==> config.mk <==
export PLATFORM = sky130hd
export DESIGN_NAME = vga_sync_decoder
export DESIGN_NICKNAME = d
export VERILOG_FILES = /design/src/rtl/vga_sync_decoder.sv
export SDC_FILE = /design/constraint.sdc
export NUM_CORES = 1
export LEC_CHECK = 0
export ABC_AREA = 1
export CAP_MARGIN = 20
export CORE_MARGIN = 2
export CORE_UTILIZATION = 51
export DETAILED_ROUTE_END_ITERATION = 8
export PLACE_DENSITY = 0.72
export SLEW_MARGIN = 20
export SYNTH_ARGS = -nofsm -noshare
export SYNTH_HDL_FRONTEND = slang
export SYNTH_SLANG_ARGS = --single-unit
==> constraint.sdc <==
create_clock -name clk_25 -period 3 [get_ports clk_25]
set_clock_uncertainty 0.2 [all_clocks]
set_input_delay 0.3 -clock clk_25 [delete_from_list [all_inputs] [get_ports clk_25]]
set_output_delay 0.3 -clock clk_25 [all_outputs]
set_load 0.02 [all_outputs]
==> src/rtl/vga_sync_decoder.sv <==
// -----------------------------------------------------------------------------
// vga_sync_decoder
//
// Receive-side VGA timing decoder. It consumes hSync/vSync/video_on, recovers
// the pixel column/row, measures the line and frame lengths, and declares lock
// once LOCK_FRAMES consecutive frames conform to the expected timing.
//
// Parameters:
//   H_TOTAL      expected clocks per line (hsync fall to hsync fall)
//   V_TOTAL      expected lines per frame (vsync fall to vsync fall)
//   H_VISIBLE    expected video_on run length on an active line
//   V_VISIBLE    expected active lines per frame
//   LOCK_FRAMES  consecutive good frames needed for lock (1..15)
//
// Ports:
//   clk_25        in   pixel clock, all inputs synchronous to it
//   rst_n         in   asynchronous active-low reset
//   hSync         in   horizontal sync, active low
//   vSync         in   vertical sync, active low
//   video_on      in   active-video enable
//   pixel_valid   out  video_on delayed one clock
//   x             out  pixel column within the active line
//   y             out  active line index within the frame
//   frame_start   out  one-cycle pulse after a vsync falling edge
//   locked        out  timing conforms to the parameters
//   h_total_meas  out  last measured line length, saturates at 1023
//   v_total_meas  out  last measured frame length in lines, saturates at 1023
//   err_count     out  bad line + bad frame count (only with VGA_DEC_STATS_EN)
//
// Build option:
//   VGA_DEC_STATS_EN  when defined, err_count is a saturating count of bad
//                     lines plus bad frames since reset; otherwise it is 0.
// -----------------------------------------------------------------------------
module vga_sync_decoder #(
  parameter int H_TOTAL     = 800,
  parameter int V_TOTAL     = 525,
  parameter int H_VISIBLE   = 640,
  parameter int V_VISIBLE   = 480,
  parameter int LOCK_FRAMES = 2
) (
  input  logic       clk_25,
  input  logic       rst_n,
  input  logic       hSync,
  input  logic       vSync,
  input  logic       video_on,
  output logic       pixel_valid,
  output logic [9:0] x,
  output logic [8:0] y,
  output logic       frame_start,
  output logic       locked,
  output logic [9:0] h_total_meas,
  output logic [9:0] v_total_meas,
  output logic [7:0] err_count
);

  typedef enum logic [1:0] {
    SEARCH = 2'd0,
    TRACK  = 2'd1,
    LOCKED = 2'd2
  } state_t;

  localparam logic [10:0] H_TOTAL_W   = 11'(H_TOTAL);
  localparam logic [10:0] V_TOTAL_W   = 11'(V_TOTAL);
  localparam logic [10:0] H_VISIBLE_W = 11'(H_VISIBLE);
  localparam logic [9:0]  V_VISIBLE_W = 10'(V_VISIBLE);
  localparam logic [4:0]  LOCK_W      = 5'(LOCK_FRAMES);

  // ---------------------------------------------------------------------------
  // Input edge detection
  // ---------------------------------------------------------------------------
  logic hs_d_reg;
  logic vs_d_reg;
  logic de_d_reg;
  logic hfall;
  logic vfall;
  logic derise;
  logic defall;

  assign hfall  = hs_d_reg & ~hSync;
  assign vfall  = vs_d_reg & ~vSync;
  assign derise = ~de_d_reg & video_on;
  assign defall = de_d_reg & ~video_on;

  always_ff @(posedge clk_25 or negedge rst_n) begin
    if (!rst_n) begin
      hs_d_reg <= 1'b1;
      vs_d_reg <= 1'b1;
      de_d_reg <= 1'b0;
    end else begin
      hs_d_reg <= hSync;
      vs_d_reg <= vSync;
      de_d_reg <= video_on;
    end
  end

  // ---------------------------------------------------------------------------
  // Line / frame measurement
  // ---------------------------------------------------------------------------
  logic [9:0]  h_cnt_reg, h_cnt_next;
  logic [9:0]  v_cnt_reg, v_cnt_next;
  logic [10:0] de_run_reg, de_run_next;
  logic [9:0]  act_lines_reg, act_lines_next;
  logic [9:0]  h_total_meas_reg, h_total_meas_next;
  logic [9:0]  v_total_meas_reg, v_total_meas_next;
  logic        frame_err_reg, frame_err_next;
  logic [10:0] h_len;
  logic [10:0] v_len;
  logic        line_bad_h;
  logic        line_bad_de;
  logic        bad_line;
  logic        frame_bad;
  logic        sync_lost;

  // Length of the line closing at this hfall, and of the frame closing at this
  // vfall. A coincident hfall belongs to the closing frame.
  assign h_len = {1'b0, h_cnt_reg} + 11'd1;
  assign v_len = {1'b0, v_cnt_reg} + {10'd0, hfall};

  assign line_bad_h  = hfall && (h_len != H_TOTAL_W);
  assign line_bad_de = defall && (de_run_reg != H_VISIBLE_W);
  assign bad_line    = line_bad_h | line_bad_de;
  assign frame_bad   = vfall && ((v_len != V_TOTAL_W) ||
                                 (act_lines_reg != V_VISIBLE_W) ||
                                 frame_err_reg || bad_line);

  // A line counter parked at its ceiling means hsync has stopped. An hfall in
  // that same cycle already restarts the line, so it does not count as lost.
  assign sync_lost = (h_cnt_reg == 10'h3FF) && !hfall;

  always_comb begin
    h_cnt_next        = h_cnt_reg;
    v_cnt_next        = v_cnt_reg;
    de_run_next       = de_run_reg;
    act_lines_next    = act_lines_reg;
    h_total_meas_next = h_total_meas_reg;
    v_total_meas_next = v_total_meas_reg;
    frame_err_next    = frame_err_reg | bad_line;

    if (hfall) begin
      h_cnt_next        = 10'd0;
      h_total_meas_next = h_len[10] ? 10'h3FF : h_len[9:0];
    end else if (h_cnt_reg != 10'h3FF) begin
      h_cnt_next = h_cnt_reg + 10'd1;
    end

    if (vfall) begin
      v_cnt_next        = 10'd0;
      v_total_meas_next = v_len[10] ? 10'h3FF : v_len[9:0];
      frame_err_next    = 1'b0;
    end else if (hfall && (v_cnt_reg != 10'h3FF)) begin
      v_cnt_next = v_cnt_reg + 10'd1;
    end

    // Run length of the current video_on burst; holds its value after defall
    // so the closing length is visible in the defall cycle.
    if (video_on) begin
      if (!de_d_reg) begin
        de_run_next = 11'd1;
      end else if (de_run_reg != 11'h7FF) begin
        de_run_next = de_run_reg + 11'd1;
      end
    end

    // A derise coincident with vfall opens the new frame's first active line.
    if (vfall) begin
      act_lines_next = derise ? 10'd1 : 10'd0;
    end else if (derise && (act_lines_reg != 10'h3FF)) begin
      act_lines_next = act_lines_reg + 10'd1;
    end
  end

  always_ff @(posedge clk_25 or negedge rst_n) begin
    if (!rst_n) begin
      h_cnt_reg        <= 10'd0;
      v_cnt_reg        <= 10'd0;
      de_run_reg       <= 11'd0;
      act_lines_reg    <= 10'd0;
      h_total_meas_reg <= 10'd0;
      v_total_meas_reg <= 10'd0;
      frame_err_reg    <= 1'b0;
    end else begin
      h_cnt_reg        <= h_cnt_next;
      v_cnt_reg        <= v_cnt_next;
      de_run_reg       <= de_run_next;
      act_lines_reg    <= act_lines_next;
      h_total_meas_reg <= h_total_meas_next;
      v_total_meas_reg <= v_total_meas_next;
      frame_err_reg    <= frame_err_next;
    end
  end

  // ---------------------------------------------------------------------------
  // Pixel coordinate path (one clock latency)
  // ---------------------------------------------------------------------------
  logic       pixel_valid_reg;
  logic [9:0] x_reg, x_next;
  logic [8:0] y_reg, y_next;
  logic       y_first_reg, y_first_next;
  logic       frame_start_reg;

  always_comb begin
    x_next       = x_reg;
    y_next       = y_reg;
    y_first_next = y_first_reg;

    if (video_on) begin
      x_next = de_d_reg ? (x_reg + 10'd1) : 10'd0;
    end

    // y_first marks that the next derise is the first active line of a frame.
    if (derise) begin
      y_next       = (y_first_reg || vfall) ? 9'd0 : (y_reg + 9'd1);
      y_first_next = 1'b0;
    end else if (vfall) begin
      y_first_next = 1'b1;
    end
  end

  always_ff @(posedge clk_25 or negedge rst_n) begin
    if (!rst_n) begin
      pixel_valid_reg <= 1'b0;
      x_reg           <= 10'd0;
      y_reg           <= 9'd0;
      y_first_reg     <= 1'b1;
      frame_start_reg <= 1'b0;
    end else begin
      pixel_valid_reg <= video_on;
      x_reg           <= x_next;
      y_reg           <= y_next;
      y_first_reg     <= y_first_next;
      frame_start_reg <= vfall;
    end
  end

  // ---------------------------------------------------------------------------
  // Lock FSM
  // ---------------------------------------------------------------------------
  state_t     state_reg, state_next;
  logic [3:0] good_frames_reg, good_frames_next;

  always_comb begin
    state_next       = state_reg;
    good_frames_next = good_frames_reg;

    if (sync_lost) begin
      state_next       = SEARCH;
      good_frames_next = 4'd0;
    end else begin
      case (state_reg)
        SEARCH: begin
          // The frame in progress when tracking starts is never scored.
          if (vfall) begin
            state_next       = TRACK;
            good_frames_next = 4'd0;
          end
        end
        TRACK: begin
          if (bad_line || frame_bad) begin
            good_frames_next = 4'd0;
          end else if (vfall) begin
            good_frames_next = good_frames_reg + 4'd1;
            if (({1'b0, good_frames_reg} + 5'd1) == LOCK_W) begin
              state_next = LOCKED;
            end
          end
        end
        LOCKED: begin
          if (bad_line || frame_bad) begin
            state_next       = TRACK;
            good_frames_next = 4'd0;
          end
        end
        default: begin
          state_next       = SEARCH;
          good_frames_next = 4'd0;
        end
      endcase
    end
  end

  always_ff @(posedge clk_25 or negedge rst_n) begin
    if (!rst_n) begin
      state_reg       <= SEARCH;
      good_frames_reg <= 4'd0;
    end else begin
      state_reg       <= state_next;
      good_frames_reg <= good_frames_next;
    end
  end

  // ---------------------------------------------------------------------------
  // Error statistics
  // ---------------------------------------------------------------------------
`ifdef VGA_DEC_STATS_EN
  logic       scoring;
  logic       count_line;
  logic       count_frame;
  logic       line_counted_reg, line_counted_next;
  logic [7:0] err_count_reg, err_count_next;
  logic [8:0] err_sum;

  assign scoring = (state_reg != SEARCH) && !sync_lost;

  // A line can fail twice (run length at defall, length at hfall); it is
  // counted once. The frame it belongs to is counted separately at vfall.
  always_comb begin
    count_line        = scoring & bad_line & ~line_counted_reg;
    count_frame       = scoring & frame_bad;
    line_counted_next = hfall ? 1'b0 : (line_counted_reg | (scoring & line_bad_de));
    err_sum           = {1'b0, err_count_reg} + {8'd0, count_line} + {8'd0, count_frame};
    err_count_next    = err_sum[8] ? 8'hFF : err_sum[7:0];
  end

  always_ff @(posedge clk_25 or negedge rst_n) begin
    if (!rst_n) begin
      line_counted_reg <= 1'b0;
      err_count_reg    <= 8'd0;
    end else begin
      line_counted_reg <= line_counted_next;
      err_count_reg    <= err_count_next;
    end
  end

  assign err_count = err_count_reg;
`else
  assign err_count = 8'd0;
`endif

  // ---------------------------------------------------------------------------
  // Outputs
  // ---------------------------------------------------------------------------
  assign pixel_valid  = pixel_valid_reg;
  assign x            = x_reg;
  assign y            = y_reg;
  assign frame_start  = frame_start_reg;
  assign locked       = (state_reg == LOCKED);
  assign h_total_meas = h_total_meas_reg;
  assign v_total_meas = v_total_meas_reg;

endmodule

## After elaboration in Yosys (flattened, before gate mapping)

Index checks and enable logic that the tools add are counted.

| storage, ports and cells | value |
|---|---|
| word-level logic and storage cells | 104 |
| register bits after elaboration | 92 |
| output and inout bits | 50 |

| operators by class | value |
|---|---|
| reductions and logical operators | 20 |
| $add $sub $neg | 10 |
| equal/unequal tests | 19 |
| bitwise gates (word level) | 10 |
| mux-type cells | 29 |

Operators with widths:

| cell | count |
|---|---|
| $mux 10 | 9 |
| $add 10x1->10 const B | 4 |
| $ne 11x10->1 const B | 3 |
| $ne 10x10->1 const B | 3 |
| $mux 11 | 2 |
| $mux 4 | 5 |
| $mux 2 | 6 |
| $ne 3x3->1 const B | 4 |
| $pmux 4 s3 | 1 |
| $add 10x1->11 | 1 |
| $add 10x1->11 const B | 1 |
| $add 11x1->11 const B | 1 |
| $ne 11x11->1 const B | 1 |
| $eq 10x10->1 const B | 1 |
| $ne 10x9->1 const B | 1 |
| $add 9x1->9 const B | 1 |
| $mux 9 | 1 |
| $reduce_bool 2->1 | 4 |
| $logic_and 1x1->1 | 6 |
| $pmux 2 s3 | 1 |
| $add 4x1->5 const B | 1 |
| $eq 5x2->1 const B | 1 |
| $logic_or 1x1->1 | 5 |
| $reduce_and 5->1 | 1 |
| other kinds (14) | 24 |

## Depth between registers and ports, before layout

Gate-level depths: netlist of the first run.

| logic depth | value |
|---|---|
| depth in word-level cells | 12 |
| mapped depth | 20 |

## Worst setup path after synthesis of the first run

Ideal clock, no wire load.

| timing path | value |
|---|---|
| path kind | reg2reg |
| start | register hs_d_reg |
| end | register good_frames_reg[3] |
| required time | 2,684 ps |
| setup time | 116 ps |
| arrival | 2,629 ps |
| cell stages (with the launch flop) | 20 |
| path buffers | 1 |
| path slack | 55 ps |
| cell sequence | dfstp_2 inv_1 nor2_1 clkbuf_1 ha_1 ha_1 inv_1 nand2_1 nor2_1 nand3_1 nor2_1 nand2_1 nor2_1 nand3_1 nand2_2 nand4_2 nand3_2 inv_2 nand2_1 nand2_1 |

| on the way | value |
|---|---|
| longest elaborated chain between the ends | 11 |
| elaborated cells between the ends (all ways) | 19 |
| those cells by class | add/sub: 1; eq/ne: 4; mux: 3; bitwise: 2; reduce/logical: 9 |

Ends and longest elaborated chain:

| element | line | source |
|---|---|---|
| start, declared | 71 | `logic hs_d_reg;` |
| start signal, assigned | 90 | `hs_d_reg <= hSync;` |
| $and 1x1->1 * | 79 | `assign hfall = hs_d_reg & ~hSync;` |
| named net hfall | 74 | `logic hfall;` |
| $add 10x1->11 | 117 | `assign v_len = {1'b0, v_cnt_reg} + {10'd0, hfall};` |
| $ne 11x10->1 | 122 | `assign frame_bad = vfall && ((v_len != V_TOTAL_W) \|\|` |
| $logic_or 1x1->1 | 122 |  |
| $logic_or 1x1->1 | 123 | `(act_lines_reg != V_VISIBLE_W) \|\|` |
| $logic_or 1x1->1 | 124 | `frame_err_reg \|\| bad_line);` |
| $logic_and 1x1->1 | 122 |  |
| $logic_or 1x1->1 | 258, 268 |  |
| $mux 4 | 258 | `if (bad_line \|\| frame_bad) begin` |
| $pmux 4 s3 | 249 | `case (state_reg)` |
| $mux 4 | 245 | `if (sync_lost) begin` |
| end signal, assigned | 287 | `good_frames_reg <= good_frames_next;` |
| end, declared | 239 | `logic [3:0] good_frames_reg, good_frames_next;` |

The timed path passes the listed nets; every way through them passes the cells marked *.
A chain may end at the register's enable or synchronous reset.

## Worst setup path after layout of the first run

| timing path | value |
|---|---|
| start | register hs_d_reg |
| end | register good_frames_reg[3] |

| on the way | value |
|---|---|
| longest elaborated chain between the ends | 11 |
| elaborated cells between the ends (all ways) | 19 |
| those cells by class | add/sub: 1; eq/ne: 4; mux: 3; bitwise: 2; reduce/logical: 9 |

Ends and longest elaborated chain:

| element | line |
|---|---|
| $and 1x1->1 * | 79 |
| $add 10x1->11 | 117 |
| $ne 11x10->1 | 122 |
| $logic_or 1x1->1 | 122 |
| $logic_or 1x1->1 | 123 |
| $logic_or 1x1->1 | 124 |
| $logic_and 1x1->1 | 122 |
| $logic_or 1x1->1 | 258, 268 |
| $mux 4 | 258 |
| $pmux 4 s3 | 249 |
| $mux 4 | 245 |

Every way passes the cells marked *; elsewhere a longest branch is shown, timed or not.

==> results of run 1 <==
## placed cells by master (no fill, tap or decap), drive strengths merged, types with 2 or more instances in the layout
| cell type | count |
|---|---|
| nand2 | 138 |
| inv | 93 |
| dfrtp | 89 |
| nor2 | 73 |
| nand3 | 47 |
| clkdlybuf4s50 | 45 |
| a21oi | 39 |
| o21ai | 36 |
| nor3 | 26 |
| ha | 13 |
| nand4 | 11 |
| buf | 11 |
| clkbuf | 10 |
| xor2 | 8 |
| conb | 8 |
| nor3b | 6 |
| a31oi | 6 |
| dfstp | 3 |
| o21bai | 2 |
| xnor2 | 2 |
| o31ai | 2 |
| and3 | 2 |
| o22a | 2 |
## per-stage QoR
stage / hold slack, ns / setup slack (ns) / instances
final: 0.177 / 0.328 / 810
after global routing: 0.164 / 0.0972 / 810
after CTS: 0.162 / 0.324 / 810
after detailed placement: 0.188 / 0.124 / 793
after global placement: 0.186 / 0.215 / 793
after floorplan: -0.196 / 0.0549 / 627
## synthesized netlist by cell type, types with 4 or more instances
cell	n
inv_2	4
nand2_1	132
nor3b_1	6
a31oi_1	6
buf_2	5
clkbuf_1	4
a21oi_1	39
ha_1	13
nand4_1	10
xor2_1	8
nand3_2	4
nor2_2	4
nor2_1	67
nand2_2	5
nor3_1	24
dfrtp_1	89
nand3_1	43
buf_4	9
inv_1	86
o21ai_0	36
## cell type report
class / instances / share of cell area (%)
Sequential cell: 92 / 40.3
Multi-Input combinational cell: 426 / 37.6
Timing Repair Buffer: 57 / 9.72
Inverter: 90 / 5.91
Tap cell: 129 / 2.82
Clock buffer: 10 / 2.41
Clock inverter: 6 / 1.20
## worst reg2reg max path: stages (launching register included)
cell     delay [ns]
dfstp_2        0.52
inv_1          0.03
nor2_1         0.16
ha_1           0.22
ha_1           0.23
inv_1          0.07
nand2_1        0.05
nor2_1         0.08
nand3_1        0.08
nor2_1         0.09
nand2_1        0.05
nor2_1         0.08
nand3_1        0.10
nand2_2        0.12
nand4_2        0.14
nand3_2        0.19
inv_2          0.06
nand2_1        0.06
nand2_1        0.05
## report_power, final
group	total [mW]	switching [mW]	internal, mW	leakage (nW)
registers	1.50	0.119	1.38	1.22
clock network	0.872	0.457	0.416	0.104
logic	0.760	0.462	0.297	1.28
total	3.13	1.04	2.09	2.59
## kinds of logic (layout without fill, tap and decap cells)
family / after synthesis / in the layout
AOI/OAI and AO/OA: 90 / 90
xor gates and xnor gates: 10 / 10
adders and majority gates: 13 / 13
buffers and inverters: 109 / 163
DFF: 92 / 92
other: 1 / 8
and+or+nand+nor: 305 / 305
## metal layers
metal / vias to the layer above / share of wire (%)
met2: 100 / 48
met1: 1988 / 47
met4: 0 / 1.1
met3: 12 / 4.1
met5: - / 0
li1: 2091 / -
## final timing paths
| kind | startpoint | endpoint | slack, ns | cells after the start |
|---|---|---|---|---|
| setup / recovery | hs_d_reg | good_frames_reg[3] | 0.33 | 18 |
| hold / removal | hSync | hs_d_reg | 0.18 | 1 |
| setup reg to reg | hs_d_reg | good_frames_reg[3] | 0.33 | 18 |
| hold reg to reg | h_total_meas[0] | h_total_meas[0] | 0.29 | 2 |
| max in group asynchronous | rst_n | hs_d_reg | 1.57 | 3 |
| min in group asynchronous | rst_n | act_lines_reg[5] | 0.32 | 2 |
==> impl_metrics.csv, run 1 <==
group,metric,value,unit
clock_tree,clkTransAtPathRegs,0.09,ns
drt,num_vias,4191,
grt,grt_pass1_vias,4022,
clock_tree,cts_sinks,92,
grt,grt_remaining_overflow,0,
sta,fmax,374,MHz
synthesis,synth_compound_area_share,10.1,%
place,place.gp.congestion,0.836,
sta,grt_setup_unrepaired,"false",
place,place_area,5500,um^2
synthesis,synth_xor_area_share,1.79,%
die,die_w,102,um
power_and_ir_drop,ir_worst_vdd,0.301,mV
place,dp_hpwl,7600,um
clock_tree,clock-root-buffer,"clkbuf_8",
synthesis,synthesis.area,4880,um^2
worst_setup_path,endpoint_kind,"register",
clock_tree,post_cts_buffers,0,
sta,finalSetupTns,0,ns
finish,ff_latch_area,2310,um^2
worst_setup_path,cp-start-kind,"register",
sta,relSlewSlack,55.2,%
grt,grt_pass1_wl,17900,um
sta,hold_viol_final,0,
worst_setup_path,max_stage_delay,0.52,ns
power_and_ir_drop,power.density,547,nW/um^2
drt,viasPerCell,5.17,
sta,fin_crit_sh,89.1,%
finish,multi_input_area,2150,um^2
outcome,status,"completed",
clock_tree,clk_path_buf_depth,2,
synthesis,netlist_top_cells_area,"dfrtp_1 (46%), nand2_1 (10%), inv_1 (6.6%)",
grt,grt_usage,21.4,%
synthesis,synth_adder_area_share,3.33,%
drt,wl,10300,um
sta,period_needed,2.67,ns
synthesis,yosysSeqAreaShare,47.3,%
finish,drive_above_1_share,8.22,%
min_path,min-delay-path-class,"in -> reg",
synthesis,synth_edf_count,0,
finish,fillCellCount,827,
synthesis,synth_top_cell_by_area,"dfrtp_1",
clock_tree,cts_hold_buf,1,
die,die_h,102,um
sta,setup_viol,0,
finish,nets,694,
power_and_ir_drop,power.leakage,2.59,nW
worst_setup_path,crit_path_max_fanout,7,
drt,drtPass1Iterations,5,
worst_setup_path,slowest_stage,"dfstp_2",
grt,grtUsageMet3,4.51,%
synthesis,synth_warnings,0,
synthesis,synth_top_family_by_area,"simple AND/OR/NAND/NOR gates",
worst_setup_path,arrival,2.72,ns
synthesis,synthArstFlopShare,100,%
drt,ant_nets,0,
place,io_buffers,46,
synthesis,yosysUniqueCellTypes,37,
die,io_pins,55,
synthesis,syn_avg_cell_area,7.87,um^2
finish,antenna_cells,0,
clock_tree,clk_latency,0.36,ns
finish,area_delta_synth_final,17.2,%
grt,met1_usage,28.3,%
die,start_util,52.8,%
drt,drt_iter0_markers,154,
clock_tree,cts_buffers,9,
job,cap_violations,0,
sta,tightest_slew,0.672,ns
die,core_area,9240,um^2
finish,largest_register_ff_count,11,
finish,design_area,5720,um^2
synthesis,synthMuxAreaShare,0,%
synthesis,synthSimpleGateAreaFrac,28.3,%
synthesis,syn_inst,620,
die,dieArea,10400,um^2
worst_setup_path,worstSetupPathType,"reg -> reg",
synthesis,ys_ff_latch,92,
drt,drc,0,
finish,utilization,61.9,%
worst_setup_path,path_buf_inv,3,
synthesis,synth_ff_type,"dfrtp_1",
drt,wire_per_inst,12.7,um
clock_tree,htreeDepth,3,
clock_tree,cts_tree,"built",
synthesis,synth_top_area_share,45.6,%
worst_setup_path,crit_chain,"inv_1 > nor2_1 > ha_1 > ha_1 > inv_1 > nand2_1 > nor2_1 > nand3_1 > nor2_1 > nand2_1 > nor2_1 > nand3_1 > nand2_2 > nand4_2 > nand3_2 > inv_2 > nand2_1 > nand2_1",
grt,grt_max_degree,54,
die,std_cell_rows,35,
sta,slew_viol_final,0,
clock_tree,postCtsResizedCells,0,
grt,antenna_found_initial,0,
power_and_ir_drop,finalPower,3.13,mW
grt,grt_busiest_layer,"met2",
worst_setup_path,cpLargestDelayFamily,"simple AND/OR/NAND/NOR gates",
grt,met2_usage,36.2,%
worst_setup_path,required,3.05,ns
Power figures use the tool's default switching activity.
==> run 2: changes to the inputs <==
--- a/config.mk
+++ b/config.mk
@@ -11,7 +11,6 @@
 export CORE_UTILIZATION = 51
 export DETAILED_ROUTE_END_ITERATION = 8
 export PLACE_DENSITY = 0.72
-export SLEW_MARGIN = 20
 export SYNTH_ARGS = -nofsm -noshare
 export SYNTH_HDL_FRONTEND = slang
 export SYNTH_SLANG_ARGS = --single-unit
==> results of run 2 <==
Same layout as run 1: the final DEF is identical, and so are final timing and power.
==> run 3: changes to the inputs <==
--- a/config.mk
+++ b/config.mk
@@ -9,6 +9,7 @@
 export CAP_MARGIN = 20
 export CORE_MARGIN = 2
 export CORE_UTILIZATION = 51
+export CTS_CLUSTER_DIAMETER = 80
 export DETAILED_ROUTE_END_ITERATION = 8
 export PLACE_DENSITY = 0.72
 export SYNTH_ARGS = -nofsm -noshare
==> results of run 3 <==
Same layout as run 1: the final DEF is identical, and so are final timing and power.
